**config.mk**
```make
export PLATFORM = sky130hd
export DESIGN_NAME = noc_node_tx
export DESIGN_NICKNAME = d
export VERILOG_FILES = /design/src/rtl/noc_node_tx_pkg.sv /design/src/rtl/noc_tx_fifo.sv /design/src/rtl/noc_node_tx.sv
export SDC_FILE = /design/constraint.sdc
export NUM_CORES = 1
export LEC_CHECK = 0
export ABC_AREA = 0
export ABC_CLOCK_PERIOD_IN_PS = 4800
export BUFFER_PORTS_ARGS = -buffer_cell sky130_fd_sc_hd__buf_4
export CELL_PAD_IN_SITES_DETAIL_PLACEMENT = 1
export CELL_PAD_IN_SITES_GLOBAL_PLACEMENT = 1
export CORE_MARGIN = 1
export CORE_UTILIZATION = 52
export CTS_BUF_LIST = sky130_fd_sc_hd__clkbuf_4 sky130_fd_sc_hd__clkbuf_8
export DETAILED_ROUTE_END_ITERATION = 16
export PLACE_DENSITY_LB_ADDON = 0.1
export SYNTH_ARGS = -nofsm -noshare
export SYNTH_HDL_FRONTEND = slang
export SYNTH_HIERARCHICAL = 1
export SYNTH_SLANG_ARGS = --single-unit
```
**constraint.sdc**
```tcl
create_clock -name clk -period 4.8 [get_ports clk]
set_input_delay 0.24 -clock clk [delete_from_list [all_inputs] [get_ports clk]]
set_output_delay 0.24 -clock clk [all_outputs]
set_load 0.01 [all_outputs]
```
**src/rtl/noc_node_tx_pkg.sv**
```systemverilog
// =============================================================================
// Module   : noc_node_tx_pkg
// Purpose  : Shared NoC widths and packet format for the node transmit path.
// Revision : 1.0 - initial release
// =============================================================================
`default_nettype none

package noc_node_tx_pkg;

    localparam int PORTS  = 16;
    localparam int DEST_W = $clog2(PORTS);
    localparam int DATA_W = 8;
    localparam int TS_W   = 8;

    typedef struct packed {
        logic              valid;
        logic [DEST_W-1:0] source;
        logic [DEST_W-1:0] dest;
        logic [DATA_W-1:0] data;
        logic [TS_W-1:0]   timestamp;
        logic              measure;
    } packet_t;

    localparam int PKT_W = $bits(packet_t);

endpackage

`default_nettype wire

```
**src/rtl/noc_tx_fifo.sv**
```systemverilog
// =============================================================================
// Module   : noc_tx_fifo
// Purpose  : Synchronous FIFO with separate count so full/empty stay distinct.
// Revision : 1.0 - initial release
// =============================================================================
`default_nettype none

module noc_tx_fifo #(
    parameter int WIDTH = 8,
    parameter int DEPTH = 4
) (
    input  logic                     clk,
    input  logic                     rst,
    input  logic                     push,
    input  logic                     pop,
    input  logic [WIDTH-1:0]         wdata,
    output logic [WIDTH-1:0]         rdata,
    output logic [$clog2(DEPTH):0]   count,
    output logic                     full,
    output logic                     empty
);

    localparam int AW = $clog2(DEPTH);
    localparam logic [AW:0] CNT_FULL = (AW+1)'(DEPTH);

    logic [WIDTH-1:0] r_mem [DEPTH];
    logic [AW-1:0]    r_wr_ptr;
    logic [AW-1:0]    r_rd_ptr;
    logic [AW:0]      r_count;

    logic w_do_push;
    logic w_do_pop;

    // Full is judged on registered count only: a same-cycle pop never frees a slot.
    assign w_do_push = push && !full;
    assign w_do_pop  = pop && !empty;

    always_ff @(posedge clk) begin
        if (rst) begin
            r_wr_ptr <= '0;
            r_rd_ptr <= '0;
            r_count  <= '0;
        end else begin
            if (w_do_push) begin
                r_wr_ptr <= r_wr_ptr + AW'(1);
            end
            if (w_do_pop) begin
                r_rd_ptr <= r_rd_ptr + AW'(1);
            end
            case ({w_do_push, w_do_pop})
                2'b10:   r_count <= r_count + (AW+1)'(1);
                2'b01:   r_count <= r_count - (AW+1)'(1);
                default: r_count <= r_count;
            endcase
        end
    end

    always_ff @(posedge clk) begin
        if (w_do_push) begin
            r_mem[r_wr_ptr] <= wdata;
        end
    end

    assign rdata = r_mem[r_rd_ptr];
    assign count = r_count;
    assign full  = (r_count == CNT_FULL);
    assign empty = (r_count == '0);

endmodule

`default_nettype wire

```
**src/rtl/noc_node_tx.sv**
```systemverilog
// =============================================================================
// Module   : noc_node_tx
// Purpose  : Node transmit interface: stamps, queues and injects packets.
// Revision : 1.0 - initial release
// =============================================================================
`default_nettype none

module noc_node_tx
    import noc_node_tx_pkg::*;
#(
    parameter int NODE_ID = 0,
    parameter int DEPTH   = 4,
    parameter int CNT_W   = 32
) (
    input  logic                   clk,
    input  logic                   rst,
    input  logic                   gen_valid,
    input  logic [DEST_W-1:0]      gen_dest,
    input  logic [DATA_W-1:0]      gen_data,
    input  logic                   gen_measure,
    output logic                   gen_full,
    output packet_t                pkt_out,
    input  logic                   net_en,
    output logic [$clog2(DEPTH):0] occupancy,
    output logic [CNT_W-1:0]       tx_count,
    output logic [CNT_W-1:0]       drop_count
);

    localparam logic [DEST_W-1:0] SOURCE_ID = DEST_W'(NODE_ID);

    logic [TS_W-1:0]  r_time;
    logic [CNT_W-1:0] r_tx_count;
    logic [CNT_W-1:0] r_drop_count;

    packet_t          w_entry;
    logic [PKT_W-1:0] w_head;
    logic             w_full;
    logic             w_empty;
    logic             w_xfer;
    logic             w_drop;

    always_comb begin
        w_entry           = '0;
        w_entry.valid     = 1'b1;
        w_entry.source    = SOURCE_ID;
        w_entry.dest      = gen_dest;
        w_entry.data      = gen_data;
        w_entry.timestamp = r_time;
        w_entry.measure   = gen_measure;
    end

    noc_tx_fifo #(
        .WIDTH (PKT_W),
        .DEPTH (DEPTH)
    ) u_fifo (
        .clk   (clk),
        .rst   (rst),
        .push  (gen_valid),
        .pop   (net_en),
        .wdata (w_entry),
        .rdata (w_head),
        .count (occupancy),
        .full  (w_full),
        .empty (w_empty)
    );

    assign w_xfer = net_en && !w_empty;
    assign w_drop = gen_valid && w_full;

    // Empty FIFO presents an all-zero packet so stale storage never leaks out.
    assign pkt_out  = w_empty ? '0 : packet_t'(w_head);
    assign gen_full = w_full;

    always_ff @(posedge clk) begin
        if (rst) begin
            r_time       <= '0;
            r_tx_count   <= '0;
            r_drop_count <= '0;
        end else begin
            r_time <= r_time + TS_W'(1);
            if (w_xfer && (r_tx_count != '1)) begin
                r_tx_count <= r_tx_count + CNT_W'(1);
            end
            if (w_drop && (r_drop_count != '1)) begin
                r_drop_count <= r_drop_count + CNT_W'(1);
            end
        end
    end

    assign tx_count   = r_tx_count;
    assign drop_count = r_drop_count;

endmodule

`default_nettype wire

```
### Yosys cells after proc, flatten, opt, wreduce, memory -nomap -nowiden

Memories as Yosys holds them, arrays and structs flattened. A register that Yosys moved wholly into a read port is not among the register bits.
Index checks and enable logic that the tools add are counted.

* register bits after elaboration: 79
* memories: 1
* output and inout port bits: 94
* word-level logic and storage cells: 34
* bits of input ports: 17
* bits in writable memories: 84

Memories
* u_fifo.r_mem: depth 4, bits a word 21, rd ports 1, clocked after Yosys merged registers in 1, wr ports 1, line noc_tx_fifo.sv:26 `logic [WIDTH-1:0] r_mem [DEPTH];`

* mux-type cells: 6
* add/subtract/negate cells: 7
* reduce and logical (&&, ||, !) cells: 9
* equality and inequality tests: 5

Operator list (number)
* $add 32x1->32 const B: 2
* $ne 32x32->1 const B: 2
* $mux 26: 1
* $add 8x1->8 const B: 1
* $pmux 3 s2: 1
* $logic_and 1x1->1: 5
* $add 2x1->2 const B: 2
* $mux 2: 2
* $add 3x1->3 const B: 1
* $eq 3x3->1 const B: 1
* $logic_not 3->1: 1
* $sub 3x1->3 const B: 1
* $eq 2x1->1 const B: 1
* $eq 2x2->1 const B: 1
* $logic_not 1->1: 2
* $mux 1: 2
* $reduce_bool 2->1: 1

### Logic depth before layout (Yosys ltp)

* depth after elaboration: 5
* gate-level depth with buffers: 9
* gate-level depth less buffers: 9

### Hierarchy

Netlist, hierarchy kept.

By module, submodules not included
* noc_tx_fifo: area an instance 4282.9 um2, times used 1, cells each 190, sequential area each 3303.2 um2
* noc_node_tx: area an instance 3848.7 um2, times used 1, cells each 461, sequential area each 1441.4 um2

### Worst setup path before layout

Ideal clock, no wire load.

* path kind: reg2reg
* from: register u_fifo.r_count[2], in the netlist u_fifo/count[2]
* to: register r_drop_count[18], in the netlist drop_count[18]
* buffers on the path: 0
* library setup time: 0.070 ns
* data required time: 4.730 ns
* arrival: 2.180 ns
* stages on the path, launching flop included: 7
* period minus slack after synthesis: 2.251 ns
* path slack: 2.549 ns
* cells stage by stage: dfxtp_1 > nor3b_2 > nand2_1 > or3_1 > a21o_1 > or4_1 > a21oi_1

* cells in the longest elaborated chain, start to end: 3

Ends and longest elaborated chain
* start, declared: line noc_tx_fifo.sv:29 `logic [AW:0] r_count;`
* start signal, assigned: line noc_tx_fifo.sv:51 `2'b10: r_count <= r_count + (AW+1)'(1);`
* start signal, assigned: line noc_tx_fifo.sv:52 `2'b01: r_count <= r_count - (AW+1)'(1);`
* start signal, assigned: line noc_tx_fifo.sv:53 `default: r_count <= r_count;`
* $eq 3x3->1: line noc_tx_fifo.sv:66 `assign full = (r_count == CNT_FULL);`
* named net gen_full: line noc_node_tx.sv:21 `output logic gen_full,`
* $logic_and 1x1->1: line noc_node_tx.sv:68 `assign w_drop = gen_valid && w_full;`
* $logic_and 1x1->1: line noc_node_tx.sv:84 `if (w_drop && (r_drop_count != '1)) begin`
* end signal, assigned: line noc_node_tx.sv:85 `r_drop_count <= r_drop_count + CNT_W'(1);`
* end, declared: line noc_node_tx.sv:33 `logic [CNT_W-1:0] r_drop_count;`

The timed path passes the listed nets, and every way through them passes these cells.
A chain may end at the register's enable or synchronous reset.

==> flow_metrics.py <==
metrics = {
    "final_layout": {
        "fin_nets": 813,
        "postLayoutCellArea_sq_um": 9677,
        "area_growth_pct": 19.00,
        "antenna_cells": 0,
        "n_fill_cell": 1545,
        "layout-drive-gt1-share": 0.2338,
        "utilization": 0.6342,
    },
    "clock_network": {
        "clk-insertion-delay-late_ns": 0.47,
        "clock-sinks": 185,
        "cts_tree": "built",
        "htreeDepth": 4,
        "max-clock-path-buffers": 2,
        "root_buffer": "clkbuf_8",
        "clk_pin_slew_ns": 0.10,
        "cts_buffers": 17,
    },
    "routing": {
        "vias": 5827,
        "wire_per_inst_um": 19.15,
        "drc": 0,
        "vias_per_cell": 5.764,
        "wl_um": 19360,
        "drtIter0Drc": 333,
        "drt_pass1_iterations": 5,
        "ant_nets": 0,
    },
    "timing": {
        "clock.fmax_ghz": 0.3812,
        "min_period_ns": 2.624,
        "maxSlewViolCount": 0,
        "fin_crit_sh": 0.5466,
        "worst_slack_ns": 2.176,
        "tightestPinTransition_ns": 1.121,
        "skew_ns": 0.01248,
        "slew_headroom": 0.2527,
        "setup_violations": 0,
        "hold_viol": 0,
        "grt_setup_unrepaired": "false",
        "fin_tns_setup_ns": 0,
    },
    "logic_synthesis": {
        "synth_area_sq_um": 8132,
        "syn_avg_cell_area_sq_um": 12.49,
        "ys.flop_type": "edfxtp_1",
        "yosysTopAreaCell": "edfxtp_1",
        "ys_ff_latch": 185,
        "synth_cells": 651,
        "ys_top_cells_by_count": "edfxtp_1, dfxtp_1, a21oi_1",
        "synth.distinct_cells": 61,
        "synth_edf_count": 104,
        "ys_warn_count": 6,
        "synthTopCellsByArea": "edfxtp_1, dfxtp_1, mux4_2",
        "yosysMostFrequentCell": "edfxtp_1",
        "synth.top_cell.area_share": 0.3841,
        "async_reset_ff_frac": 0,
        "synth-seq-area-share": 0.5835,
    },
    "floorplanning": {
        "core_sq_um": 15260,
        "die_x_um": 127.1,
        "start_util": 0.5329,
        "die_y_um": 127.1,
        "row_count": 45,
        "die-area_sq_um": 16140,
        "ios": 111,
    },
    "setup_path": {
        "path_class": "register to primary output",
        "crit_required_ns": 4.56,
        "critPathArrivalTime_ns": 2.38,
        "cpLargestDelayFamily": "flip-flops",
        "cp-start-kind": "register",
        "crit_slowest_cell": "dfxtp_2",
        "crit_fanout": 26,
        "path_buf_inv": 1,
        "cp-end-kind": "primary output",
        "path_cells": "mux4_1 > nor2b_1 > buf_4",
        "max_stage_delay_ns": 0.93,
    },
    "grt": {
        "top_usage_layer": "met2",
        "grt_pass1_vias": 6062,
        "grt_use_met3": 0.05611,
        "grt_use_met2": 0.4573,
        "grt_max_degree": 85,
        "grt_pass1_wl_um": 31090,
        "gr-usage-met1": 0.2915,
        "track_usage": 0.2502,
        "gr-total-overflow": 0,
        "antenna_found_initial": 0,
    },
    "place": {
        "place.gp.congestion": 0.7704,
        "port_buffers": 110,
        "postPlaceCellArea_sq_um": 9153,
        "dp_hpwl_um": 13090,
        "pre_cts_ws_ns": 2.243,
    },
    "power": {
        "power_density_nw_per_um2": 389.3,
        "ir_worst_vdd_mv": 0.2222,
        "p_leak_nw": 3.372,
    },
    "status": {
        "status": "finished clean",
    },
    "worst_hold_path": {
        "hold_path.class": "input pin to register",
    },
    "job": {
        "maxCapViolations": 0,
    },
}
==> cells in the final DEF, fill, tap and decap left out, drive strengths merged, types with 26 or more instances in the layout <==
master	instances
nor2b	30
a21oi	49
o21ai	26
nand2	29
nor2	39
edfxtp	104
dfxtp	81
buf	116
mux4	26
or3	28
==> final cells by class <==
class                           instances  area [sq um]  share of cell area
Multi-Input combinational cell        437          3208              0.3315
Clock inverter                         15         160.2             0.01655
Tap cell                              211         264.0             0.02728
Inverter                               17         63.81            0.006594
Timing Repair Buffer                  129          1001              0.1034
Sequential cell                       185          4746              0.4904
Clock buffer                           17         234.0             0.02418
==> state kept, by name, indices dropped and copies added, names as in the netlist, named ones only <==
signal,count
u_fifo/r_rd_ptr,2
u_fifo/count,3
u_fifo/r_wr_ptr,2
tx_count,32
r_time,8
drop_count,32
u_fifo/r_mem,104
==> metal layers <==
metal,vias to the layer above,share of wire
met4,0,0.013
met2,135,0.52
met3,18,0.046
met5,-,0
li1,2747,-
met1,2927,0.42
==> power by group <==
part           total (mW)  internal, mW  switching (mW)  leakage [nW]
clock                1.02         0.391           0.631         0.196
sequential           1.90          1.78           0.114          1.62
combinational       0.848         0.438           0.409          1.56
total                3.77          2.61            1.15          3.37
==> path summary, 6_finish.rpt <==
kind,start,to,slack [ns],cells after the start
worst max-delay path,register,pkt_out[11],2.18,3
worst min-delay path,net_en,register,0.18,4
worst max register to register,drop_count[25],drop_count[11],2.24,5
worst min register to register,drop_count[29],drop_count[29],0.51,2
==> metrics by stage <==
step | power, mW | hold slack [ns] | instances
floorplan | 2.456 | 0.3389 | 669
CTS | 3.802 | 0.1526 | 1011
detailed placement | 2.777 | 0.4463 | 966
global placement | 2.738 | 0.4404 | 966
global route | 3.921 | 0.1921 | 1011
finish | 3.767 | 0.1801 | 1011
==> cells by family after synthesis <==
group | synth area share
other | 0.0009236
adder cells (fa/ha/maj) | 0.01477
buffers and inverters | 0.03108
AO/OA/AOI/OAI | 0.07878
XOR/XNOR | 0.02585
multiplexers | 0.08140
flip-flops | 0.5835
AND/OR/NAND/NOR | 0.1837
==> worst min-delay path: stages <==
cell and delay [ns]:
buf_4 0.14, o31ai_2 0.08, xor2_1 0.09, nor2_1 0.07
==> timing repair <==
item | CTS | global route
hold buffers | 13 | 0
resized for setup | 0 | 0
hold endpoints to repair | 52 | 0
setup buffers | 0 | 0
setup endpoints to repair | 0 | 0
Power figures use the tool's default switching activity.
